**src/rtl/alu_adder_arbiter_pkg.sv**
```systemverilog
// Shared constants and types for the shared ALU/branch adder and its DSP wrapper.
package alu_adder_arbiter_pkg;

  localparam int kALU_ADDER_WIDTH = 32;

  localparam logic kALU_ADDER_REQ_ALU    = 1'b0;
  localparam logic kALU_ADDER_REQ_BRANCH = 1'b1;

  localparam logic kALU_ADDER_OP_ADD = 1'b0;
  localparam logic kALU_ADDER_OP_SUB = 1'b1;

  typedef struct packed {
    logic carry;
    logic zero;
    logic ovf;
  } alu_adder_flags_t;

endpackage

```
**src/rtl/dsp_addsub32.sv**
```systemverilog
// Combinational add/sub in the SB_MAC16 32-bit adder arrangement: two 16-bit
// halves with the low-half carry chained into the high half (behavioural model).
module dsp_addsub32
  import alu_adder_arbiter_pkg::*;
#(
  parameter int WIDTH = kALU_ADDER_WIDTH
) (
  input  logic [WIDTH-1:0] a,
  input  logic [WIDTH-1:0] b,
  input  logic             sub,
  output logic [WIDTH-1:0] sum,
  output logic             carry
);

  localparam int HALF = WIDTH / 2;

  logic            inv;
  logic [HALF-1:0] b_lo;
  logic [HALF-1:0] b_hi;
  logic [HALF:0]   bot;
  logic [HALF:0]   top;

  // Subtract is A + ~B + 1: the +1 enters as the carry-in of the bottom adder.
  always_comb begin
    inv   = (sub == kALU_ADDER_OP_SUB);
    b_lo  = inv ? ~b[HALF-1:0] : b[HALF-1:0];
    b_hi  = inv ? ~b[WIDTH-1:HALF] : b[WIDTH-1:HALF];
    bot   = {1'b0, a[HALF-1:0]} + {1'b0, b_lo} + {{HALF{1'b0}}, inv};
    top   = {1'b0, a[WIDTH-1:HALF]} + {1'b0, b_hi} + {{HALF{1'b0}}, bot[HALF]};
    sum   = {top[HALF-1:0], bot[HALF-1:0]};
    carry = top[HALF];
  end

endmodule

```
**src/rtl/alu_adder_arbiter.sv**
```systemverilog
// Shares one DSP adder/subtractor between the execute ALU (id 0) and the
// branch-target adder (id 1): arbiter, two-stage pipeline, tagged response.
module alu_adder_arbiter
  import alu_adder_arbiter_pkg::*;
#(
  parameter int WIDTH      = kALU_ADDER_WIDTH,
  parameter bit FIXED_PRIO = 1'b0
) (
  input  logic             clk,
  input  logic             rst,
  input  logic             req0_valid,
  input  logic             req0_sub,
  input  logic [WIDTH-1:0] req0_a,
  input  logic [WIDTH-1:0] req0_b,
  output logic             req0_ready,
  input  logic             req1_valid,
  input  logic             req1_sub,
  input  logic [WIDTH-1:0] req1_a,
  input  logic [WIDTH-1:0] req1_b,
  output logic             req1_ready,
  output logic             rsp_valid,
  input  logic             rsp_ready,
  output logic             rsp_id,
  output logic [WIDTH-1:0] rsp_data,
  output logic             rsp_carry,
  output logic             rsp_zero,
  output logic             rsp_ovf
);

  logic             stall;
  logic             take;
  logic             gnt0;
  logic             gnt1;
  logic             gnt_id;
  logic             rr_ptr;
  logic             vld_p1;
  logic             vld_p2;
  logic             sub_p1;
  logic             id_p1;
  logic [WIDTH-1:0] a_p1;
  logic [WIDTH-1:0] b_p1;
  logic [WIDTH-1:0] sum_p1;
  logic             carry_p1;
  alu_adder_flags_t flags_p1;

  function automatic logic calc_zero(input logic [WIDTH-1:0] v);
    return (v == '0);
  endfunction

  // Operands of equal sign whose result sign differs have overflowed.
  function automatic logic calc_ovf(input logic a_msb, input logic b_eff_msb,
                                    input logic sum_msb);
    return (a_msb == b_eff_msb) && (sum_msb != a_msb);
  endfunction

  always_comb begin
    gnt0 = 1'b0;
    gnt1 = 1'b0;
    if (req0_valid && req1_valid) begin
      if (FIXED_PRIO || (rr_ptr == kALU_ADDER_REQ_ALU)) gnt0 = 1'b1;
      else                                              gnt1 = 1'b1;
    end else begin
      gnt0 = req0_valid;
      gnt1 = req1_valid;
    end
  end

  // Ready is gated by reset so nothing appears accepted while rst is held.
  assign stall      = vld_p2 & ~rsp_ready;
  assign take       = ~stall & ~rst;
  assign req0_ready = gnt0 & take;
  assign req1_ready = gnt1 & take;
  assign gnt_id     = gnt1 ? kALU_ADDER_REQ_BRANCH : kALU_ADDER_REQ_ALU;

  always_ff @(posedge clk or posedge rst) begin
    if (rst) begin
      vld_p1 <= 1'b0;
      vld_p2 <= 1'b0;
      rr_ptr <= kALU_ADDER_REQ_ALU;
    end else if (!stall) begin
      vld_p2 <= vld_p1;
      vld_p1 <= gnt0 | gnt1;
      if (!FIXED_PRIO && req0_valid && req1_valid) rr_ptr <= ~gnt_id;
    end
  end

  // ---- stage p1: registered operands, op and requester id
  always_ff @(posedge clk) begin
    if (take && (gnt0 || gnt1)) begin
      a_p1   <= gnt1 ? req1_a : req0_a;
      b_p1   <= gnt1 ? req1_b : req0_b;
      sub_p1 <= gnt1 ? req1_sub : req0_sub;
      id_p1  <= gnt_id;
    end
  end

  dsp_addsub32 #(
    .WIDTH (WIDTH)
  ) u_addsub (
    .a     (a_p1),
    .b     (b_p1),
    .sub   (sub_p1),
    .sum   (sum_p1),
    .carry (carry_p1)
  );

  always_comb begin
    flags_p1.carry = carry_p1;
    flags_p1.zero  = calc_zero(sum_p1);
    flags_p1.ovf   = calc_ovf(a_p1[WIDTH-1],
                              (sub_p1 == kALU_ADDER_OP_SUB) ? ~b_p1[WIDTH-1] : b_p1[WIDTH-1],
                              sum_p1[WIDTH-1]);
  end

  // ---- stage p2: registered result and flags drive the response channel
  always_ff @(posedge clk or posedge rst) begin
    if (rst) begin
      rsp_id    <= 1'b0;
      rsp_data  <= '0;
      rsp_carry <= 1'b0;
      rsp_zero  <= 1'b0;
      rsp_ovf   <= 1'b0;
    end else if (!stall && vld_p1) begin
      rsp_id    <= id_p1;
      rsp_data  <= sum_p1;
      rsp_carry <= flags_p1.carry;
      rsp_zero  <= flags_p1.zero;
      rsp_ovf   <= flags_p1.ovf;
    end
  end

  assign rsp_valid = vld_p2;

endmodule

```
**config.mk**
```make
export PLATFORM = sky130hd
export DESIGN_NAME = alu_adder_arbiter
export DESIGN_NICKNAME = d
export VERILOG_FILES = /design/src/rtl/alu_adder_arbiter_pkg.sv /design/src/rtl/dsp_addsub32.sv /design/src/rtl/alu_adder_arbiter.sv
export SDC_FILE = /design/constraint.sdc
export NUM_CORES = 1
export LEC_CHECK = 0
export ABC_AREA = 1
export BUFFER_PORTS_ARGS = -buffer_cell sky130_fd_sc_hd__buf_2
export CELL_PAD_IN_SITES_DETAIL_PLACEMENT = 0
export CELL_PAD_IN_SITES_GLOBAL_PLACEMENT = 2
export CORE_MARGIN = 3
export CORE_UTILIZATION = 27
export CTS_CLUSTER_DIAMETER = 40
export DETAILED_ROUTE_END_ITERATION = 8
export GPL_ROUTABILITY_DRIVEN = 0
export PLACE_DENSITY_LB_ADDON = 0.12
export SYNTH_ARGS = -nofsm -noshare
export SYNTH_HDL_FRONTEND = slang
export SYNTH_HIERARCHICAL = 1
export SYNTH_SLANG_ARGS = --single-unit
```
**constraint.sdc**
```tcl
create_clock -name clk -period 3.9 [get_ports clk]
set_clock_uncertainty 0.15 [all_clocks]
set_input_delay 0.195 -clock clk [delete_from_list [all_inputs] [get_ports clk]]
set_output_delay 0.195 -clock clk [all_outputs]
set_load 0.03 [all_outputs]
```
==> flow_summary.ini <==
[synthesis]
yosysSeqAreaShare_pct = 45.7
synth_warnings = 6
syn-cell-area_sq_mm = 0.00647
synth_nets = 996
synthCells = 828
synth-async-reset-ratio_pct = 37.1
ys_types = 30
synth_ff_type = edfxtp_1
avgSynthCellArea_sq_um = 7.81
synth-seq-cells = 105
synth_edf_count = 66

[setup_path]
arrival_ns = 3.91
crit_path_frequent_cell = nand2_1
cp-start-kind = flop
path_delay_family = simple AND/OR/NAND/NOR gates
critPathSlowestCell = edfxtp_1
worst_setup_path_end_kind = flop
path_cells = buf_12, xor2_1, ha_1, a21oi_2, nor2_1, nor2_1, nand3_1, nand2_1, nand2_2, fa_2, fa_2, nand3_2, nand2_2, nand2_1, nand2_2, nand2_2, nand2_1, nand2_1, nand2_1, nor2_1, nand3_1, nor2_1, nand2_1, o21bai_1
crit_required_ns = 4.03
crit_fanout = 11
critPathBufInv = 1
critical_path_class = reg -> reg
cpPeakStageDelay_ns = 0.43

[layout]
final_nets = 1310
final_cell_mix = nand2_1 (398), buf_2 (173), dlygate4sd3_1 (116)
mostFrequentLayoutCell = nand2_1
utilization_pct = 39.9
area_growth_pct = 45.3
antenna_cells = 0
drive_gt1_share_pct = 22.6
fin_area_sq_mm = 0.00940

[global_route]
grt_pass1_vias = 5951
grt_max_degree = 67
busiest_layer = met1
grt_pass1_wl_mm = 30.6
grt_overflow = 0
antenna_found_initial = 0
grt.total_usage_pct = 14.8
grt_util_met1_pct = 22.8
gr-usage-met3_pct = 2.04
globalRouteMet2Util_pct = 21.5

[route]
drt_iter0_drc = 246
first_pass_iters = 5
vias = 6018
drtAntennaViolNets = 0
drcViolationCount = 0
wl_mm = 18.9
wl_per_cell_microns = 12.9
vias_per_cell = 4.11

[run]
max_cap_violations = 0

[floorplan]
start_util_pct = 27.5
die_area_sq_mm = 0.0259
rows = 56
io_pins = 174
die_h_microns = 161
die_w_microns = 161
core_area_sq_mm = 0.0235

[power_and_ir_drop]
p_per_area_mw_per_mm2 = 460
ir_worst_vdd_v = 0.000241
power.total_mw = 4.32
p_leak_nw = 4.85

[sta]
slew_violations = 0
fin_crit_sh_pct = 96.9
rsz0062_at_grt = yes
tightestPinTransition_ns = 0.908
timing.fmax_mhz = 265
setup_ws_ns = 0.121
max_slew_margin_pct = 39.5
finalCriticalPeriod_ns = 3.78
hold_violations = 0
fin_hold_ws_ns = 0.00539
setup_viol = 0

[cts]
clk_pin_slew_ns = 0.07
ctsLongestPathBuffers = 2
h-tree-depth = 3
cts_tree = yes
numCtsBuffers = 9
cts_num_sinks = 105
root_buffer = clkbuf_16
clk_latency_ns = 0.35

[place]
post-place-ws_ns = -0.0465
io_buffers = 173
dpl_cell_area_sq_mm = 0.00786
hpwl_mm = 14.5

[worst_hold_path]
hold_class = in -> reg

[run_status]
status = complete, no violations
[cell families (layout without fill, tap and decap cells)]
group	Yosys count	after routing	synth area share (%)
AOI/OAI and AO/OA	57	57	4.91
xor gates and xnor gates	46	46	6.23
adders and majority gates	33	33	6.73
buffers and inverters	87	406	6.07
DFF	105	105	45.7
and+or+nand+nor	500	500	30.3
[cell usage after synthesis, types with 3 or more instances]
library cell | n | share of area, %
a21o_1 | 4 | 0.46
fa_1 | 3 | 0.93
nand3_1 | 28 | 2.2
nor2_1 | 47 | 2.7
buf_2 | 11 | 0.85
inv_1 | 59 | 3.4
and2_1 | 5 | 0.48
xor2_1 | 43 | 5.8
xnor2_1 | 3 | 0.41
buf_6 | 4 | 0.70
ha_1 | 30 | 5.8
nand2_1 | 405 | 23
edfxtp_1 | 66 | 31
inv_2 | 4 | 0.23
a21oi_1 | 24 | 1.9
o21bai_1 | 3 | 0.35
buf_4 | 6 | 0.70
dfrtp_1 | 39 | 15
nor3_1 | 3 | 0.23
o21ai_0 | 20 | 1.5
nand2_2 | 9 | 0.87
[power by group]
part           leakage [nW]  internal (mW)  switching [mW]
Combinational          3.61          0.710            1.17
Clock                 0.141          0.501           0.424
Sequential             1.10           1.42           0.106
[state kept, by name, summed over array words and instances (netlist names)]
signal,count
rsp_valid,1
vld_p1,1
rsp_ovf,1
rr_ptr,1
rsp_data,32
rsp_carry,1
rsp_id,1
b_p1,32
rsp_zero,1
sub_p1,1
id_p1,1
a_p1,32
[stage by stage]
stage | instances | TNS (ns)
global placement | 1330 | 0
detailed placement | 1330 | -0.0465
finish | 1466 | 0
floorplan | 828 | 0
global route | 1466 | -0.196
CTS | 1463 | 0
[repair_timing]
action,in CTS,in global routing
hold buffers,116,0
endpoints found under the setup margin,1,6
hold endpoints to repair,98,0
pin swaps,2,5
resized for setup,3,14
buffers inserted,1,3
[worst register-to-register path, stage by stage (launching register included)]
cell,delay (ns)
edfxtp_1,0.43
buf_12,0.18
xor2_1,0.17
ha_1,0.34
a21oi_2,0.17
nor2_1,0.05
nor2_1,0.15
nand3_1,0.13
nand2_1,0.09
nand2_2,0.06
fa_2,0.41
fa_2,0.39
nand3_2,0.07
nand2_2,0.08
nand2_1,0.08
nand2_2,0.07
nand2_2,0.07
nand2_1,0.06
nand2_1,0.06
nand2_1,0.06
nor2_1,0.10
nand3_1,0.08
nor2_1,0.09
nand2_1,0.05
o21bai_1,0.12
[final timing paths]
check,from,to,slack [ns],cells past startpoint
worst max register to register,sub_p1,rsp_zero,0.12,24
worst min-delay path,req1_a[16],a_p1[16],0.005,3
max in group asynchronous,rst,rsp_data[14],2.83,4
worst max-delay path,sub_p1,rsp_zero,0.12,24
worst min register to register,id_p1,rsp_id,0.29,2
min in group asynchronous,rst,rsp_valid,0.41,4
[area by class of cell]
| class | count | area (sq um) |
|---|---|---|
| clock inverter | 6 | 67.6 |
| timing repair buffer | 327 | 2320 |
| inverter | 63 | 236 |
| fill | 2531 | 14100 |
| sequential | 105 | 2960 |
| tap | 319 | 399 |
| clock buffer | 10 | 229 |
| multi-input combinational | 636 | 3180 |
[per-layer routing]
metal / share of wire, % / up-vias
met2: 40 / 131
li1: - / 3240
met3: 3.8 / 10
met4: 1.1 / 0
met1: 55 / 2637
met5: 0 / -
No activity file was read; power rests on OpenSTA's default activity.
